===== config.mk =====
export PLATFORM = sky130hd
export DESIGN_NAME = program_counter_flat
export DESIGN_NICKNAME = d
export VERILOG_FILES = /design/src/rtl/program_counter_if.sv /design/src/rtl/program_counter.sv /design/src/flat_wrapper.sv
export SDC_FILE = /design/constraint.sdc
export NUM_CORES = 1
export LEC_CHECK = 0
export ABC_AREA = 1
export CORE_MARGIN = 2
export CORE_UTILIZATION = 46
export DETAILED_ROUTE_END_ITERATION = 6
export GPL_ROUTABILITY_DRIVEN = 0
export HOLD_SLACK_MARGIN = 0.03
export PLACE_DENSITY = 0.83
export SETUP_SLACK_MARGIN = 0.3
export SYNTH_ARGS = -nofsm -noshare
export SYNTH_HDL_FRONTEND = slang
export SYNTH_SLANG_ARGS = --single-unit

===== constraint.sdc =====
create_clock -name clk -period 1.82 [get_ports clk]
set_input_delay 0.455 -clock clk [delete_from_list [all_inputs] [get_ports clk]]
set_output_delay 0.455 -clock clk [all_outputs]
set_load 0.03 [all_outputs]

===== src/rtl/program_counter_if.sv =====
`default_nettype none
// +-----------------------------------------------------------------------+
// | Module      : program_counter_if                                      |
// | Description : Control/data bundle between a sequencer (master) and     |
// |               the program counter (slave).                             |
// | Revision    : 1.0 - initial release                                    |
// +-----------------------------------------------------------------------+
interface program_counter_if #(
    parameter int WIDTH = 16
);
    logic             load;
    logic             inc;
    logic             push;
    logic             pop;
    logic [WIDTH-1:0] in;
    logic [WIDTH-1:0] out;
    logic             stack_full;
    logic             stack_empty;
    logic             stack_err;

    modport master (
        output load, inc, push, pop, in,
        input  out, stack_full, stack_empty, stack_err
    );

    modport slave (
        input  load, inc, push, pop, in,
        output out, stack_full, stack_empty, stack_err
    );
endinterface
`default_nettype wire


===== src/rtl/program_counter.sv =====
`default_nettype none
// +-----------------------------------------------------------------------+
// | Module      : program_counter                                         |
// | Description : Registered instruction address with load / increment,   |
// |               plus an optional call/return stack enabled by the macro  |
// |               PC_CALL_STACK_EN. Priority: reset > pop > push > load >  |
// |               inc > hold (pop/push absent without the macro).          |
// | Revision    : 1.0 - initial release                                    |
// +-----------------------------------------------------------------------+
module program_counter #(
    parameter int WIDTH       = 16,
    parameter int STACK_DEPTH = 4
) (
    input  logic             clk,
    input  logic             reset,
    program_counter_if.slave pc_bus
);

    logic [WIDTH-1:0] r_pc;
    logic [WIDTH-1:0] w_pc_inc;
    logic [WIDTH-1:0] w_pc_base;

    // Return address and increment share one adder; wrap is silent.
    assign w_pc_inc   = r_pc + WIDTH'(1);
    assign pc_bus.out = r_pc;

    // Non-stack next address: load beats inc, otherwise hold.
    always_comb begin
        w_pc_base = r_pc;
        if (pc_bus.load) begin
            w_pc_base = pc_bus.in;
        end else if (pc_bus.inc) begin
            w_pc_base = w_pc_inc;
        end
    end

`ifdef PC_CALL_STACK_EN
    // sp counts 0..STACK_DEPTH, so it needs one more code than the index.
    localparam int c_SP_W  = $clog2(STACK_DEPTH + 1);
    localparam int c_IDX_W = (STACK_DEPTH > 1) ? $clog2(STACK_DEPTH) : 1;

    logic [WIDTH-1:0]   r_stack [STACK_DEPTH];
    logic [c_SP_W-1:0]  r_sp;
    logic               r_err;
    logic               w_full;
    logic               w_empty;
    logic [c_IDX_W-1:0] w_wr_idx;
    logic [c_IDX_W-1:0] w_rd_idx;
    logic               w_do_push;

    assign w_full    = (r_sp == c_SP_W'(STACK_DEPTH));
    assign w_empty   = (r_sp == '0);
    assign w_wr_idx  = r_sp[c_IDX_W-1:0];
    assign w_rd_idx  = w_wr_idx - c_IDX_W'(1);
    // A simultaneous pop masks the push completely, including its error.
    assign w_do_push = pc_bus.push && !pc_bus.pop && !w_full;

    assign pc_bus.stack_full  = w_full;
    assign pc_bus.stack_empty = w_empty;
    assign pc_bus.stack_err   = r_err;

    // Address, stack pointer and sticky error update.
    always_ff @(posedge clk) begin
        if (reset) begin
            r_pc  <= '0;
            r_sp  <= '0;
            r_err <= 1'b0;
        end else if (pc_bus.pop) begin
            if (!w_empty) begin
                r_pc <= r_stack[w_rd_idx];
                r_sp <= r_sp - c_SP_W'(1);
            end else begin
                r_err <= 1'b1;
            end
        end else if (pc_bus.push) begin
            r_pc <= pc_bus.in;
            if (!w_full) begin
                r_sp <= r_sp + c_SP_W'(1);
            end else begin
                r_err <= 1'b1;
            end
        end else begin
            r_pc <= w_pc_base;
        end
    end

    // Stack storage write; contents are deliberately not cleared by reset.
    always_ff @(posedge clk) begin
        if (!reset && w_do_push) begin
            r_stack[w_wr_idx] <= w_pc_inc;
        end
    end
`else
    // Call/return controls and depth have no effect in this build.
    logic         unused_ctrl;
    localparam int unused_depth = STACK_DEPTH;

    assign unused_ctrl        = ^{pc_bus.push, pc_bus.pop, unused_depth[0]};
    assign pc_bus.stack_full  = 1'b0;
    assign pc_bus.stack_empty = 1'b1;
    assign pc_bus.stack_err   = 1'b0;

    // Address register: reset, else load/inc/hold.
    always_ff @(posedge clk) begin
        if (reset) begin
            r_pc <= '0;
        end else begin
            r_pc <= w_pc_base;
        end
    end
`endif

endmodule
`default_nettype wire

===== src/flat_wrapper.sv =====
// flat-port wrapper written by rule: the top's interface ports become plain ports
module program_counter_flat 
#(
    parameter int WIDTH       = 16,
    parameter int STACK_DEPTH = 4
)
  (clk, reset, pc_bus_load, pc_bus_inc, pc_bus_push, pc_bus_pop, pc_bus_in, pc_bus_out, pc_bus_stack_full, pc_bus_stack_empty, pc_bus_stack_err);
  program_counter_if #(.WIDTH(WIDTH)) pc_bus_i ();
  input  logic clk;
  input  logic reset;
  input wire logic [$bits(pc_bus_i.load)-1:0] pc_bus_load;
  input wire logic [$bits(pc_bus_i.inc)-1:0] pc_bus_inc;
  input wire logic [$bits(pc_bus_i.push)-1:0] pc_bus_push;
  input wire logic [$bits(pc_bus_i.pop)-1:0] pc_bus_pop;
  input wire logic [$bits(pc_bus_i.in)-1:0] pc_bus_in;
  output wire logic [$bits(pc_bus_i.out)-1:0] pc_bus_out;
  output wire logic [$bits(pc_bus_i.stack_full)-1:0] pc_bus_stack_full;
  output wire logic [$bits(pc_bus_i.stack_empty)-1:0] pc_bus_stack_empty;
  output wire logic [$bits(pc_bus_i.stack_err)-1:0] pc_bus_stack_err;
  assign pc_bus_i.load = pc_bus_load;
  assign pc_bus_i.inc = pc_bus_inc;
  assign pc_bus_i.push = pc_bus_push;
  assign pc_bus_i.pop = pc_bus_pop;
  assign pc_bus_i.in = pc_bus_in;
  assign pc_bus_out = pc_bus_i.out;
  assign pc_bus_stack_full = pc_bus_i.stack_full;
  assign pc_bus_stack_empty = pc_bus_i.stack_empty;
  assign pc_bus_stack_err = pc_bus_i.stack_err;
  program_counter #(.WIDTH(WIDTH), .STACK_DEPTH(STACK_DEPTH)) u_core (.clk(clk), .reset(reset), .pc_bus(pc_bus_i));
endmodule

After elaboration in Yosys (flattened, before gate mapping)
Index checks and enable logic that the tools add are counted.
{"block": "totals", "regBits": 16, "latchBits": 0, "ramBits": 0, "rom_bits": 0, "inputBits": 22, "word_cells": 5, "mem_count": 0}
{"block": "op_classes", "add_sub_neg": 1, "multipliers": 0, "div_mod_pow": 0, "n_lt_le_gt_ge": 0, "eq_ne": 0, "shift": 0, "muxes": 2, "bitwise_logic": 0, "n_reduce_logical": 1}
{"op": "16-bit 2-to-1 mux", "count": 2}
{"op": "16-bit by 1-bit adder with 16-bit output, second input constant", "count": 1}
{"op": "2-bit nonzero test", "count": 1}

Depth between registers and ports, before layout
{"block": "depth", "depth_word": 3, "ltp_mapped": 8, "mapped_depth_nobuf": 8}

Worst setup path after synthesis
OpenSTA, ideal clock, no wires.
{"block": "synth_path", "kind": "register to register", "start": "register u_core.r_pc[0], in the netlist u_core.pc_bus.out[0]", "end": "register u_core.r_pc[10], in the netlist u_core.pc_bus.out[10]", "arrival_time_ns": 1.367, "required_time_ns": 1.688, "setup_slack_ns": 0.320, "path_stages_with_launch": 9, "path_buffers": 0, "cell_sequence": "dfxtp_1 > ha_1 > nand3_2 > inv_1 > nand2_1 > nor2_1 > nand2_1 > nand3_1 > a21oi_1"}
{"block": "synth_via", "elab_chain_cells": 3}
{"item": "start: declaration", "line": "program_counter.sv:19", "text": "logic [WIDTH-1:0] r_pc;"}
{"item": "start signal: assignment", "line": "program_counter.sv:108", "text": "r_pc <= w_pc_base;"}
{"item": "16-bit by 1-bit adder with 16-bit output", "line": "program_counter.sv:24", "text": "assign w_pc_inc = r_pc + WIDTH'(1);"}
{"item": "16-bit 2-to-1 mux", "line": "program_counter.sv:32", "text": "end else if (pc_bus.inc) begin"}
{"item": "16-bit 2-to-1 mux", "line": "program_counter.sv:30", "text": "if (pc_bus.load) begin"}
No other way between the ends. The select of a mux whose other input is x is not followed.
A chain may end at the register's enable or synchronous reset.

Final worst setup path
{"block": "layout_path", "start": "register u_core.r_pc[8], in the netlist u_core.pc_bus.out[8]", "end": "output pc_bus_out[8]"}
{"item": "end: declaration", "line": "flat_wrapper.sv:16", "text": "output wire logic [$bits(pc_bus_i.out)-1:0] pc_bus_out;"}
No word-level cell between the ends.

==> results.cfg <==
[clocking]
cts.sinks = 16
path_clk_slew_ns = 0.10
post-cts-setup-buffers = 0
htree_levels = 1
worstSkewPairLatency_ns = 0.29
root_buffer = clkbuf_4
numCtsBuffers = 3
clock_path_buffers = 2
ctsHoldBuffers = 0
cts_resized = 44
cts_tree = built

[drt]
drt.antenna.violating_nets = 0
drc = 0
viasPerCell = 5.295
num_vias = 1186
wirelength_mm = 2.959
drt_iter0_drc = 39
routedWlPerCell_um = 13.21
drtPass1Iterations = 4

[global_routing]
grt_pass1_wl_mm = 4.754
globalRouteTotalUtil_pct = 24.10
grt_remaining_overflow = 0
grt_pass1_vias = 1101
grt_max_degree = 14
antenna_found_initial = 0

[min_path]
hp-start = u_core.pc_bus.out[14]
holdCritPathClass = reg2reg
hold_depth = 4

[synth]
ys_top_cells_by_area = dfxtp_1 (31%), nand2_1 (12%), a22oi_1 (7.2%)
syn_area_um2 = 1041
syn_area_per_cell_um2 = 6.804
synth_warnings = 0
yosysSeqAreaShare_pct = 30.77
synth-seq-cells = 16
yosys.area.top_type_share_pct = 30.77
syn-instance-count = 153
synth_top_cell_by_area = dfxtp_1
synthDistinctLibCells = 24

[timing]
rsz0062_at_grt = false
setup_tns_ns = 0
drv_slew = 0
timing.final.crit_period_ns = 1.483
fmax_mhz = 674.3
final-setup-viol-count = 0
hold_violations = 0
min_period_over_period_pct = 81.48
skew_ns = 0.002224

[floorplan]
ios = 41
dieArea_um2 = 2659
rows = 17
fp.dieH_um = 51.57
start_util_pct = 47.98
core_area_um2 = 2170
die_w_um = 51.57

[critical_path]
cp_top_family = buffers and inverters
path_class = reg2out
arrival_ns = 1.03
critPathLaunch = u_core.pc_bus.out[8]
worst-path-buf-inv = 1
startpoint_type = register
reg2reg_from = u_core.pc_bus.out[0]
timing.critical_path.slowest_stage_cell = dlygate4sd2_1
path_max_fanout = 2
cp_slowest_stage_delay_ns = 0.40
crit_cells = 1
cp_cell_sequence = dlygate4sd2_1
cp.required_ns = 1.36
rr_worst_depth = 8
end_kind = primary output

[flow_run]
maxCapViolations = 0

[power_and_ir_drop]
p_sw_uw = 278.3
power.switching_fraction_pct = 31.56
clkPwrFrac_pct = 28.0
ir_worst_vdd_mv = 0.5645
seq_power_share_pct = 45.7
power_density_nw_per_um2 = 589.9
power_uw = 882.0
pwr-share-comb_pct = 26.4
cell_internal_pwr_uw = 603.7
leakage_nw = 0.6245

[layout]
syn2layout_area_growth_pct = 43.63
antennaDiodeCount = 0
nets = 220
final_layout_size_suffix_gt1_share_pct = 25.00
fin_area_um2 = 1495
largest_reg_flops = 16

[status]
status = complete, no violations

[place]
port_buffers = 35
dpl-instance-area_um2 = 1463
place_hpwl_mm = 2.205
layout make-up:
type | count | area (um2)
well taps | 28 | 35.03
multi-input cells | 116 | 625.6
clock buffers | 4 | 36.28
flip-flops and latches | 16 | 331.6
repair buffers | 45 | 410.4
fillers | 193 | 674.4
inverters | 15 | 56.30
per-layer routing:
layer	vias to the layer above	wire length (um)	GRT usage, %	share of wire [%]
li1	591	-	-	-
met1	540	1230	28.37	42
met2	48	1469	41.88	50
met3	7	193	4.023	6.5
met4	0	65	12.28	2.2
met5	-	0	0	0
tightest hold or removal path: stages, from the launching register on:
cell	delay, ns
dfxtp_2	0.36
inv_1	0.05
nand2_1	0.05
nand3_1	0.06
a21oi_1	0.05
cell families (layout without fill, tap and decap cells):
group | Yosys count | in the layout | synth area share, %
xor gates and xnor gates | 7 | 7 | 5.890
DFF | 16 | 16 | 30.77
AOI/OAI and AO/OA | 33 | 33 | 19.71
other | 2 | 3 | 0.7214
and+or+nand+nor | 72 | 72 | 32.21
adders and majority gates | 1 | 1 | 1.202
buffers and inverters | 22 | 64 | 9.495
synthesized netlist by cell type (all sizes together):
cell type and count:
dfxtp 16, nand2 38, a21oi 13, a22oi 10
nand3 16, a31oi 1, buf 5, xnor2 2
conb 2, inv 15, o21ai 5, clkbuf 2
nor2 15, xor2 5, ha 1, nand4 3
o21bai 4
layout by cell type (no fill, tap or decap), types with 2 or more instances in the layout:
cell,netlist,final
nand2_1,34,34
clkdlybuf4s50_1,0,19
nand3_1,15,15
inv_1,15,15
a21oi_1,13,13
a22oi_1,10,10
buf_4,4,10
dfxtp_2,0,9
nor2_1,8,8
dfxtp_1,16,7
nor2_2,6,6
xor2_1,5,5
clkdlybuf4s15_2,0,5
nand2_2,4,4
o21ai_0,4,4
clkdlybuf4s18_2,0,4
nand4_1,3,3
o21bai_1,3,3
conb_1,2,3
clkbuf_4,0,3
xnor2_1,2,2
buf_2,1,2
clkbuf_2,0,2
clkdlybuf4s15_1,0,2
final timing paths:
check	endpoint	slack, ns
max	pc_bus_out[8]	0.34
min	u_core.pc_bus.out[14]	0.60
max reg2reg	u_core.pc_bus.out[10]	0.46
min reg2reg	u_core.pc_bus.out[14]	0.60
metrics by stage:
stage	instances	hold WS, ns	worst slack (ns)	utilization [%]
2_1_floorplan	154	0.5244	0.3205	-
3_3_place_gp	220	0.5764	0.2104	67.42
3_5_place_dp	220	0.6058	0.1813	67.42
4_1_cts	224	0.6066	0.1907	69.67
5_1_grt	224	0.6438	0.3059	68.92
6_report	224	0.6007	0.3371	68.92
power groups by stage:
stage	Sequential (mW)	Combinational (mW)	Clock (mW)
final	0.403	0.233	0.247
after global routing	0.406	0.251	0.259
after detailed placement	0.407	0.240	0
after global placement	0.406	0.235	0
after floorplan	0.449	0.0812	0
after CTS	0.400	0.234	0.250
No activity file was read; power rests on OpenSTA's default activity.
